<file path="src/rtl/add_pipe_core.sv">
// Two-stage pipelined ripple adder: low half in stage 1, high half plus mid-carry in stage 2,
// valid/ready on both sides. Define ADD_PIPE_OVF_EN to add the registered signed-overflow output ovf.
module add_pipe_core #(
    parameter int add_width = 4
) (
    input  logic                 clk,
    input  logic                 rst,
    input  logic [add_width-1:0] a,
    input  logic [add_width-1:0] b,
    input  logic                 cin,
    input  logic                 in_valid,
    output logic                 in_ready,
    output logic [add_width-1:0] sum,
    output logic                 cout,
    output logic                 out_valid,
    input  logic                 out_ready
`ifdef ADD_PIPE_OVF_EN
    ,
    output logic                 ovf
`endif
);

    localparam int h = add_width / 2;

    generate
        if ((add_width < 2) || ((add_width % 2) != 0)) begin : g_bad_width
            $error("add_pipe_core: add_width must be even and >= 2");
        end
    endgenerate

    // Stage 1 state
    logic                 s1_valid_reg;
    logic [h-1:0]         s1_lo_reg;
    logic                 s1_c_reg;
    logic [h-1:0]         s1_ahi_reg;
    logic [h-1:0]         s1_bhi_reg;

    // Stage 2 state (drives the output bus directly)
    logic                 s2_valid_reg;
    logic [add_width-1:0] sum_reg;
    logic                 cout_reg;

    // Ripple chains for both halves
    logic [h:0]           lo_carry;
    logic [h-1:0]         lo_sum;
    logic [h:0]           hi_carry;
    logic [h-1:0]         hi_sum;

    logic                 s2_free;
    logic                 s1_advance;
    logic                 accept;

    assign lo_carry[0] = cin;
    assign hi_carry[0] = s1_c_reg;

    generate
        for (genvar gi = 0; gi < h; gi++) begin : g_ripple
            assign lo_sum[gi]       = a[gi] ^ b[gi] ^ lo_carry[gi];
            assign lo_carry[gi + 1] = (a[gi] & b[gi]) | (lo_carry[gi] & (a[gi] ^ b[gi]));
            assign hi_sum[gi]       = s1_ahi_reg[gi] ^ s1_bhi_reg[gi] ^ hi_carry[gi];
            assign hi_carry[gi + 1] = (s1_ahi_reg[gi] & s1_bhi_reg[gi])
                                    | (hi_carry[gi] & (s1_ahi_reg[gi] ^ s1_bhi_reg[gi]));
        end
    endgenerate

    // Handshake: stage 2 can take a new result if empty or being drained this cycle
    assign s2_free    = !s2_valid_reg || out_ready;
    assign s1_advance = s1_valid_reg && s2_free;
    assign in_ready   = rst && (!s1_valid_reg || s2_free);
    assign accept     = in_valid && in_ready;

    always_ff @(posedge clk or negedge rst) begin
        if (!rst) begin
            s1_valid_reg <= 1'b0;
            s1_lo_reg    <= '0;
            s1_c_reg     <= 1'b0;
            s1_ahi_reg   <= '0;
            s1_bhi_reg   <= '0;
        end else if (accept) begin
            s1_valid_reg <= 1'b1;
            s1_lo_reg    <= lo_sum;
            s1_c_reg     <= lo_carry[h];
            s1_ahi_reg   <= a[add_width-1:h];
            s1_bhi_reg   <= b[add_width-1:h];
        end else if (s1_advance) begin
            s1_valid_reg <= 1'b0;
        end
    end

    always_ff @(posedge clk or negedge rst) begin
        if (!rst) begin
            s2_valid_reg <= 1'b0;
            sum_reg      <= '0;
            cout_reg     <= 1'b0;
        end else if (s1_advance) begin
            s2_valid_reg <= 1'b1;
            sum_reg      <= {hi_sum, s1_lo_reg};
            cout_reg     <= hi_carry[h];
        end else if (out_ready) begin
            s2_valid_reg <= 1'b0;
        end
    end

`ifdef ADD_PIPE_OVF_EN
    logic ovf_reg;

    // Overflow when both operands share a sign the result does not
    always_ff @(posedge clk or negedge rst) begin
        if (!rst) begin
            ovf_reg <= 1'b0;
        end else if (s1_advance) begin
            ovf_reg <= (s1_ahi_reg[h-1] == s1_bhi_reg[h-1]) && (hi_sum[h-1] != s1_ahi_reg[h-1]);
        end
    end

    assign ovf = ovf_reg;
`endif

    assign sum       = sum_reg;
    assign cout      = cout_reg;
    assign out_valid = s2_valid_reg;

endmodule

</file>
<file path="config.mk">
export PLATFORM = sky130hd
export DESIGN_NAME = add_pipe_core
export DESIGN_NICKNAME = d
export VERILOG_FILES = /design/src/rtl/add_pipe_core.sv
export SDC_FILE = /design/constraint.sdc
export NUM_CORES = 1
export LEC_CHECK = 0
export ABC_AREA = 1
export CORE_UTILIZATION = 48
export DETAILED_ROUTE_END_ITERATION = 6
export HOLD_SLACK_MARGIN = 0.06
export MAX_ROUTING_LAYER = met4
export PLACE_DENSITY_LB_ADDON = 0.15
export SYNTH_ARGS = -nofsm -noshare
export SYNTH_HDL_FRONTEND = slang
export SYNTH_SLANG_ARGS = --single-unit
</file>
<file path="constraint.sdc">
create_clock -name clk -period 2.7 [get_ports clk]
set_input_delay 0.54 -clock clk [delete_from_list [all_inputs] [get_ports clk]]
set_output_delay 0.54 -clock clk [all_outputs]
set_load 0.05 [all_outputs]
</file>
==> results.py, run 1 <==
metrics = {
    "pwr": {
        "p_int_w": 0.000440,
        "switchingPower_w": 0.000264,
        "combPwrFrac_pct": 39.3,
        "p_seq_share_pct": 39.9,
        "swShare_pct": 37.5,
        "power_leakage_nw": 0.488,
        "p_per_area_nw_per_um2": 739,
        "power.share.clock_pct": 20.7,
        "ir_worst_vdd_mv": 0.382,
    },
    "clock_tree": {
        "holdBufCountCts": 0,
        "insertion_delay_ns": 0.28,
        "cts.sinks": 14,
        "clk_pin_slew_ns": 0.08,
        "cts_tree": "built",
        "htreeDepth": 1,
        "post_cts_buffers": 0,
        "numCtsBuffers": 3,
        "cts.path.max_buffers": 2,
        "ctsResizeCount": 0,
        "cts_root_buf": "clkbuf_4",
    },
    "yosys": {
        "syn-cell-area_um2": 703,
        "synthFlopType": "dfrtp_1",
        "syn_inst": 75,
        "netlist.area_leader.share_pct": 49.8,
        "netlist_top_cells_count": "nand2_1, dfrtp_1, inv_1",
        "synth_most_common_cell": "nand2_1",
        "ys_ff_latch": 14,
        "yosysSeqAreaShare_pct": 49.8,
        "syn_nets": 92,
        "synth_area_leaders": "dfrtp_1, nand2_1, fa_1",
        "synth_warnings": 0,
        "ys_async_sr_fraction_pct": 100,
        "yosys.area.top_type": "dfrtp_1",
        "avgSynthCellArea_um2": 9.38,
        "yosys.cell_types.count": 12,
        "synth_edf_count": 0,
    },
    "worst_setup_path": {
        "start_kind": "flop",
        "cp_cell_sequence": "clkdlybuf4s50_1",
        "worstPathRequired_ns": 2.16,
        "slowest_delay_ns": 0.82,
        "crit_path_end_kind": "output pin",
        "path_max_fanout": 3,
        "criticalPathCategory": "flop to output pin",
        "worst-path-buf-inv": 1,
        "arrival_ns": 1.50,
        "crit_path_top_delay_cell": "clkdlybuf4s50_1",
        "critPathTopFamily": "buffers and inverters",
    },
    "sta": {
        "fin_skew_ns": 0.00544,
        "hold_viol": 0,
        "period_share_pct": 75.5,
        "rsz0062_at_grt": "false",
        "worstMarginPinSlew_ns": 0.490,
        "finalMaxSlewViolations": 0,
        "max-slew-margin-rel_pct": 67.2,
        "fmaxAchievable_ghz": 0.491,
        "setup_viol": 0,
        "period_needed_ns": 2.04,
        "setup_tns_ns": 0,
    },
    "detailed_routing": {
        "drt_first_pass_iters": 4,
        "drc": 0,
        "viasPerCell": 4.94,
        "totalWireLength_um": 1100,
        "ant_nets": 0,
        "wl_per_cell_um": 9.85,
        "drt_iter0_drc": 9,
        "num_vias": 553,
    },
    "final_layout": {
        "design_area_um2": 953,
        "num-nets-final": 115,
        "area_delta_synth_final_pct": 35.6,
        "drive_above_1_share_pct": 10.3,
        "diodes": 0,
        "largest_register_ffs": 4,
        "final_core_util_pct": 71.5,
        "fin_cells": 112,
    },
    "placed_design": {
        "hpwl_um": 860,
        "dp.cells": 108,
        "gp_congestion": 0.719,
        "port_buffers": 19,
        "placed_area_um2": 917,
    },
    "die": {
        "die_w_um": 40.3,
        "fp.coreArea_um2": 1330,
        "io-pin-count": 20,
        "placement_rows": 13,
        "die_h_um": 40.3,
        "die_area_um2": 1620,
        "start_util_pct": 52.7,
    },
    "grt": {
        "track_usage_pct": 17.8,
        "grt.overflow.total": 0,
        "grt_pass1_wl_um": 1780,
        "grt_pass1_vias": 448,
        "grt_max_degree": 23,
        "antenna_found_initial": 0,
    },
    "run": {
        "max_cap_violations": 0,
    },
    "status": {
        "status": "completed",
    },
    "worst_hold_path": {
        "hold_class": "flop to flop",
    },
}
cell families (layout without fill, tap and decap cells):
| group | Yosys count | after routing | share of synthesized area [%] |
|---|---|---|---|
| AND/OR/NAND/NOR | 37 | 37 | 26.9 |
| buffers and inverters | 17 | 39 | 9.79 |
| flip-flops | 14 | 14 | 49.8 |
| adder cells (fa/ha/maj) | 4 | 4 | 11.4 |
| AO/OA/AOI/OAI | 3 | 3 | 2.13 |
metal layers:
metal	up-vias	track usage, %	wire (um)
li1	276	-	-
met1	248	20.8	495
met2	27	27.0	516
met3	2	3.89	76
met4	0	12.5	14
met5	-	-	0
path summary, 6_finish.rpt:
check / cells after the start / start / to / slack, ns
setup / recovery: 1 / out_valid / out_valid / 0.66
hold / removal: 2 / sum[1] / sum[1] / 0.47
setup reg to reg: 4 / s1_c_reg / sum[3] / 1.21
hold reg to reg: 2 / sum[1] / sum[1] / 0.47
max in group asynchronous: 2 / rst / out_valid / 1.82
min in group asynchronous: 2 / rst / s1_c_reg / 0.66
metrics by stage:
stage	setup slack, ns	power, W	hold WS [ns]
2_1_floorplan	0.960	0.000466	0.244
4_1_cts	0.647	0.000714	0.477
6_report	0.662	0.000704	0.471
3_5_place_dp	0.455	0.000565	0.457
3_3_place_gp	0.477	0.000558	0.455
5_1_grt	0.590	0.000751	0.498
power groups by stage:
stage	combinational, W	clock [W]	sequential (W)
finish	0.000277	0.000146	0.000281
global route	0.000299	0.000165	0.000287
CTS	0.000280	0.000152	0.000282
detailed placement	0.000279	0	0.000286
global placement	0.000274	0	0.000284
floorplan	0.0000801	0	0.000386
cells in the final DEF (no fill, tap or decap):
cell and n:
buf_12 1, buf_4 1, clkbuf_4 3, clkbuf_8 1, clkdlybuf4s50_1 18, dfrtp_1 14
fa_1 4, inv_1 14, inv_2 1, nand2_1 25, nand2_2 1, nand3_1 2
nand3_4 2, nand4_1 7, o21ai_1 3
cell type report:
| cell class | instances | area [um2] |
|---|---|---|
| Clock buffer | 4 | 36.3 |
| Multi-Input combinational cell | 44 | 284 |
| Sequential cell | 14 | 350 |
| Timing Repair Buffer | 20 | 208 |
| Fill cell | 110 | 380 |
| Inverter | 15 | 56.3 |
| Tap cell | 15 | 18.8 |
worst min-delay path, stage by stage, from the launching register on:
cell	delay, ns
dfrtp_1	0.35
nand2_1	0.05
nand2_1	0.04
Note: power is estimated with default switching activity, not from simulation.
==> inputs of run 2 (changes only) <==
CORE_UTILIZATION = 41   (was 48)
clock period = 1.8 ns   (was 2.7 ns; I/O delays follow)
==> run 2 against run 1 <==
  * The run now ends with DRC left
  * Cell count rose by 1.8%
  * Combinational power rose by 44%
  * Cell area decreased by 0.39%
  * Wire length shrank 1.8%
  * Flip-flop and latch count unchanged
  * Non-clock buffer count up 1
  * Utilization decreased by 11 points
  * First-iteration DRC count increased by 33%
  * Worst hold slack worse by 0.014 ns
  * Die area up 16%
  * Sequential power increased by 51%
==> results.py, run 2 (same netlist as run 1, synthesis figures left out) <==
metrics = {
    "status": {
        "status": "finished with violations",
        "violations": "DRC",
    },
    "sta": {
        "period_share_pct": 95.1,
        "max-slew-margin-rel_pct": 79.5,
        "worstMarginPinSlew_ns": 0.307,
        "finalMaxSlewViolations": 0,
        "fmaxAchievable_ghz": 0.584,
        "hold_viol": 0,
        "fin_skew_ns": 0.00555,
        "hold_ws_ns": 0.457,
        "setup_viol": 0,
        "period_needed_ns": 1.71,
        "rsz0062_at_grt": "false",
    },
    "clock_tree": {
        "post_cts_buffers": 0,
        "clk_pin_slew_ns": 0.08,
        "cts.sinks": 14,
        "cts_tree": "built",
        "insertion_delay_ns": 0.28,
        "numCtsBuffers": 3,
        "cts.path.max_buffers": 2,
        "htreeDepth": 1,
        "cts_root_buf": "clkbuf_4",
    },
    "worst_hold_path": {
        "hold_class": "input port to asynchronous set/reset pin",
    },
    "grt": {
        "track_usage_pct": 16.3,
        "grt.met1_usage_pct": 19.6,
        "grt_pass1_wl_um": 2130,
        "grt.overflow.total": 0,
        "use_met2_pct": 24.2,
        "antenna_found_initial": 0,
        "grt_pass1_vias": 523,
        "grt.busiest_layer": "met2",
        "grt_max_degree": 23,
        "met3_usage_pct": 3.75,
    },
    "die": {
        "die_h_um": 43.4,
        "fp.coreArea_um2": 1560,
        "die_w_um": 43.4,
        "start_util_pct": 45.1,
        "io-pin-count": 20,
        "die_area_um2": 1880,
        "placement_rows": 14,
    },
    "worst_setup_path": {
        "cp-startpoint": "a[0]",
        "path_depth": 7,
        "setup.worst_path.end": "s1_lo_reg[1]",
        "cp_common_cell": "inv_1",
        "crit_path_top_delay_cell": "fa_1",
        "worst-path-buf-inv": 3,
        "path_max_fanout": 1,
        "regToRegSetupSlack_ns": 0.28,
        "start_kind": "input port",
        "cp_cell_sequence": "clkdlybuf4s50_1 > inv_1 > fa_2 > fa_1 > inv_1 > nand4_1 > nand2_1",
        "reg2reg_depth": 4,
        "timing.rr.end": "sum[3]",
        "arrival_ns": 1.89,
        "critPathTopFamily": "adder cells",
        "crit_path_end_kind": "flop",
        "criticalPathCategory": "input port to flop",
        "r2r-start": "s1_c_reg",
        "worstPathRequired_ns": 1.98,
        "slowest_delay_ns": 0.48,
    },
    "pwr": {
        "ir_worst_vdd_mv": 0.421,
        "power.share.clock_pct": 21.1,
        "power_leakage_nw": 0.500,
        "p_seq_share_pct": 40.6,
        "p_int_w": 0.000645,
        "swShare_pct": 38.2,
        "combPwrFrac_pct": 38.3,
        "p_per_area_nw_per_um2": 1100,
        "switchingPower_w": 0.000398,
    },
    "final_layout": {
        "layout_common_cells": "nand2_1, inv_1, dfrtp_1, clkdlybuf4s50_1, buf_4",
        "fin_cells": 114,
        "fillCellCount": 154,
        "final_common_cell": "nand2_1",
        "drive_above_1_share_pct": 18.4,
        "multi_input_area_um2": 287,
        "num-nets-final": 116,
        "diodes": 0,
        "seq_area_um2": 350,
        "largest_register_ffs": 4,
        "area_delta_synth_final_pct": 35.1,
    },
    "detailed_routing": {
        "drt_iter0_drc": 12,
        "ant_nets": 0,
        "num_vias": 551,
        "totalWireLength_um": 1080,
        "wl_per_cell_um": 9.50,
        "drc": 4,
        "viasPerCell": 4.83,
        "drt_first_pass_iters": 6,
    },
    "run": {
        "max_cap_violations": 0,
    },
    "placed_design": {
        "hpwl_um": 881,
        "gp_congestion": 0.698,
        "port_buffers": 19,
        "dp.cells": 110,
    },
}
==> run 2: cell types whose count changed in the layout (fill, tap and decap cells not counted) <==
cell,delta
fa_1,-1
buf_4,+7
clkdlybuf4s50_1,-6
fa_2,+1
==> run 2: layer usage <==
layer  vias to the layer above  wire (um)  part of all wire [%]
met1                       247        473                    44
met3                         4         61                   5.6
met5                         -          0                     0
met4                         0         31                   2.9
li1                        280          -                     -
met2                        20        515                    48
==> run 2: cell type report <==
type,count,area share [%]
Timing Repair Buffer,21,21.1
Tap cell,16,2.11
Sequential cell,14,36.9
Multi-Input combinational cell,44,30.2
Inverter,15,5.93
Clock buffer,4,3.82
==> run 2: worst min path at each step <==
stage | to | cells past startpoint | from
floorplan | cout | 0 | rst
global placement | sum[0] | 2 | sum[0]
detailed placement | sum[0] | 2 | sum[0]
CTS | out_valid | 2 | rst
global route | sum[0] | 2 | rst
finish | sum[0] | 2 | rst
==> run 2: timing repair <==
item                                    4_1_cts  5_1_grt
endpoints found under the setup margin        0        1
hold buffers                                  0        0
gates resized for setup                       0        1
==> run 2: stage by stage <==
stage	cell area, um2	worst slack [ns]	total power [W]	utilization (%)	TNS [ns]
after CTS	947	0.0354	0.00106	60.8	0
final	950	0.0882	0.00104	60.9	0
after global routing	950	0.00671	0.00111	60.9	0
after floorplan	703	0.240	0.000699	-	0
after detailed placement	911	-0.269	0.000835	58.4	-0.436
after global placement	911	-0.245	0.000827	58.4	-0.399
==> run 2: power by group through the flow <==
stage | Combinational (W) | Sequential (W) | Clock, W
floorplan | 0.000120 | 0.000579 | 0
global placement | 0.000399 | 0.000428 | 0
detailed placement | 0.000404 | 0.000431 | 0
CTS | 0.000405 | 0.000425 | 0.000228
global route | 0.000434 | 0.000436 | 0.000240
finish | 0.000399 | 0.000424 | 0.000220
==> inputs of run 3 (changes only) <==
clock period = 1.4 ns   (was 1.8 ns; I/O delays follow)
==> run 3 against run 2 <==
  * The run ends with DRC, setup timing left
  * Flip-flop and latch count unchanged
  * Via count up 5.6%
  * Worst hold slack worse by 0.41 ns
  * Critical path depth down 3
  * Die area unchanged
  * Clock skew down 0.0033 ns
  * Utilization up 11 points
  * Count of clock-buffer cells in the layout unchanged
  * First-iteration DRC count up 8.3%
==> results.py, run 3 (same netlist as run 1, synthesis figures left out) <==
metrics = {
    "worst_setup_path": {
        "r2r-start": "s1_c_reg",
        "start_kind": "flop",
        "worstPathRequired_ns": 1.56,
        "cp-startpoint": "s1_c_reg",
        "crit_path_end_kind": "flop",
        "criticalPathCategory": "flop to flop",
        "arrival_ns": 1.59,
        "path_max_fanout": 2,
    },
    "run": {
        "max_cap_violations": 0,
    },
    "detailed_routing": {
        "viasPerCell": 4.58,
        "dr_wl_met3_um": 55,
        "drt_first_pass_iters": 6,
        "totalWireLength_um": 1180,
        "top_layer": "met4",
        "drt_iter0_drc": 13,
        "wl_met1_um": 489,
        "num_vias": 582,
        "drc": 6,
        "route.met2.wl_um": 612,
        "ant_nets": 0,
        "wl_per_cell_um": 9.27,
    },
    "placed_design": {
        "hpwl_um": 896,
        "port_buffers": 19,
        "dp.cells": 115,
        "gp_congestion": 0.753,
        "pre_cts_ws_ns": -0.519,
    },
    "clock_tree": {
        "insertion_delay_ns": 0.27,
        "cts.path.max_buffers": 2,
        "clk_pin_slew_ns": 0.08,
        "numCtsBuffers": 3,
        "cts_tree": "built",
        "htreeDepth": 1,
        "holdBufCountCts": 0,
        "cts.sinks": 14,
        "cts_root_buf": "clkbuf_4",
    },
    "sta": {
        "finalMaxSlewViolations": 0,
        "fmaxAchievable_ghz": 0.699,
        "setup_viol": 1,
        "rsz0062_at_grt": "true",
        "max-slew-margin-rel_pct": 88.1,
        "worstMarginPinSlew_ns": 0.178,
        "period_share_pct": 102,
        "period_needed_ns": 1.43,
        "hold_viol": 0,
        "setup_ws_ns": -0.0305,
        "fin_skew_ns": 0.00223,
    },
    "pwr": {
        "p_per_area_nw_per_um2": 1350,
        "ir_worst_vdd_mv": 0.629,
        "power_leakage_nw": 0.583,
    },
    "grt": {
        "grt_max_degree": 14,
        "grt_pass1_vias": 561,
        "track_usage_pct": 16.5,
        "grt.overflow.total": 0,
        "grt_pass1_wl_um": 2190,
        "antenna_found_initial": 0,
    },
    "final_layout": {
        "fillCellCount": 129,
        "final_common_cell": "nand2_1",
        "layout_common_cells": "nand2_1, buf_4, dfrtp_1, inv_1",
        "fin_cells": 127,
        "largest_register_ffs": 4,
        "multi_input_area_um2": 297,
        "drive_above_1_share_pct": 36.0,
        "seq_area_um2": 352,
        "diodes": 0,
        "num-nets-final": 129,
        "area_delta_synth_final_pct": 59.4,
    },
    "worst_hold_path": {
        "hold_class": "input port to asynchronous set/reset pin",
    },
    "die": {
        "fp.coreArea_um2": 1560,
        "start_util_pct": 45.1,
        "die_w_um": 43.4,
        "die_area_um2": 1880,
        "placement_rows": 14,
        "io-pin-count": 20,
        "die_h_um": 43.4,
    },
    "status": {
        "status": "finished with violations",
        "violations": "DRC, setup timing",
    },
}
-- run 3: power breakdown --
group	internal, W	switching (W)	leakage (nW)
combinational	0.000356	0.000355	0.394
clock	0.000110	0.000121	0.0150
sequential	0.000495	0.0000808	0.174
total	0.000962	0.000557	0.583
-- run 3: final timing paths --
kind / end / slack [ns] / cells after the start
max in group asynchronous: out_valid / 1.04 / 3
worst max-delay path: sum[3] / -0.03 / 4
worst max register to register: sum[3] / -0.03 / 4
worst min register to register: s1_bhi_reg[1] / 0.48 / 2
worst min-delay path: s1_valid_reg / 0.05 / 2
min in group clk: s1_bhi_reg[1] / 0.48 / 2
-- run 3: area by class of cell --
type | count | area share (%)
clock buffer | 4 | 2.34
sequential | 14 | 31.4
timing repair buffer | 34 | 32.7
inverter | 15 | 5.36
tap | 16 | 1.79
multi-input combinational | 44 | 26.5
-- run 3: worst max-delay path, stage by stage (launching register included) --
cell     delay (ns)
dfrtp_1        0.36
inv_2          0.05
fa_2           0.38
fa_1           0.48
o21ai_1        0.06
-- run 3: timing repair --
item	CTS	global route
pin swaps	6	3
buffers inserted	5	3
endpoints found under the setup margin	4	4
resized for setup	10	3
gates cloned	0	0
-- run 3: layer usage --
| metal | global-route usage [%] | vias to the layer above |
|---|---|---|
| met5 | - | - |
| met1 | 18.7 | 256 |
| met2 | 26.7 | 20 |
| met3 | 2.92 | 2 |
| met4 | 11.3 | 0 |
| li1 | - | 304 |
-- run 3: stage by stage --
step                setup TNS (ns)  utilization (%)  power [W]  hold WS, ns  area, um2
finish                     -0.0305             71.9    0.00152       0.0501       1120
global route                -0.114             71.9    0.00161       0.0643       1120
CTS                        -0.0427             70.6    0.00151        0.393       1100
detailed placement           -1.30             66.3    0.00126        0.461       1030
global placement             -1.27             66.3    0.00125        0.458       1030
floorplan                  -0.0316                -   0.000905      -0.0156        713
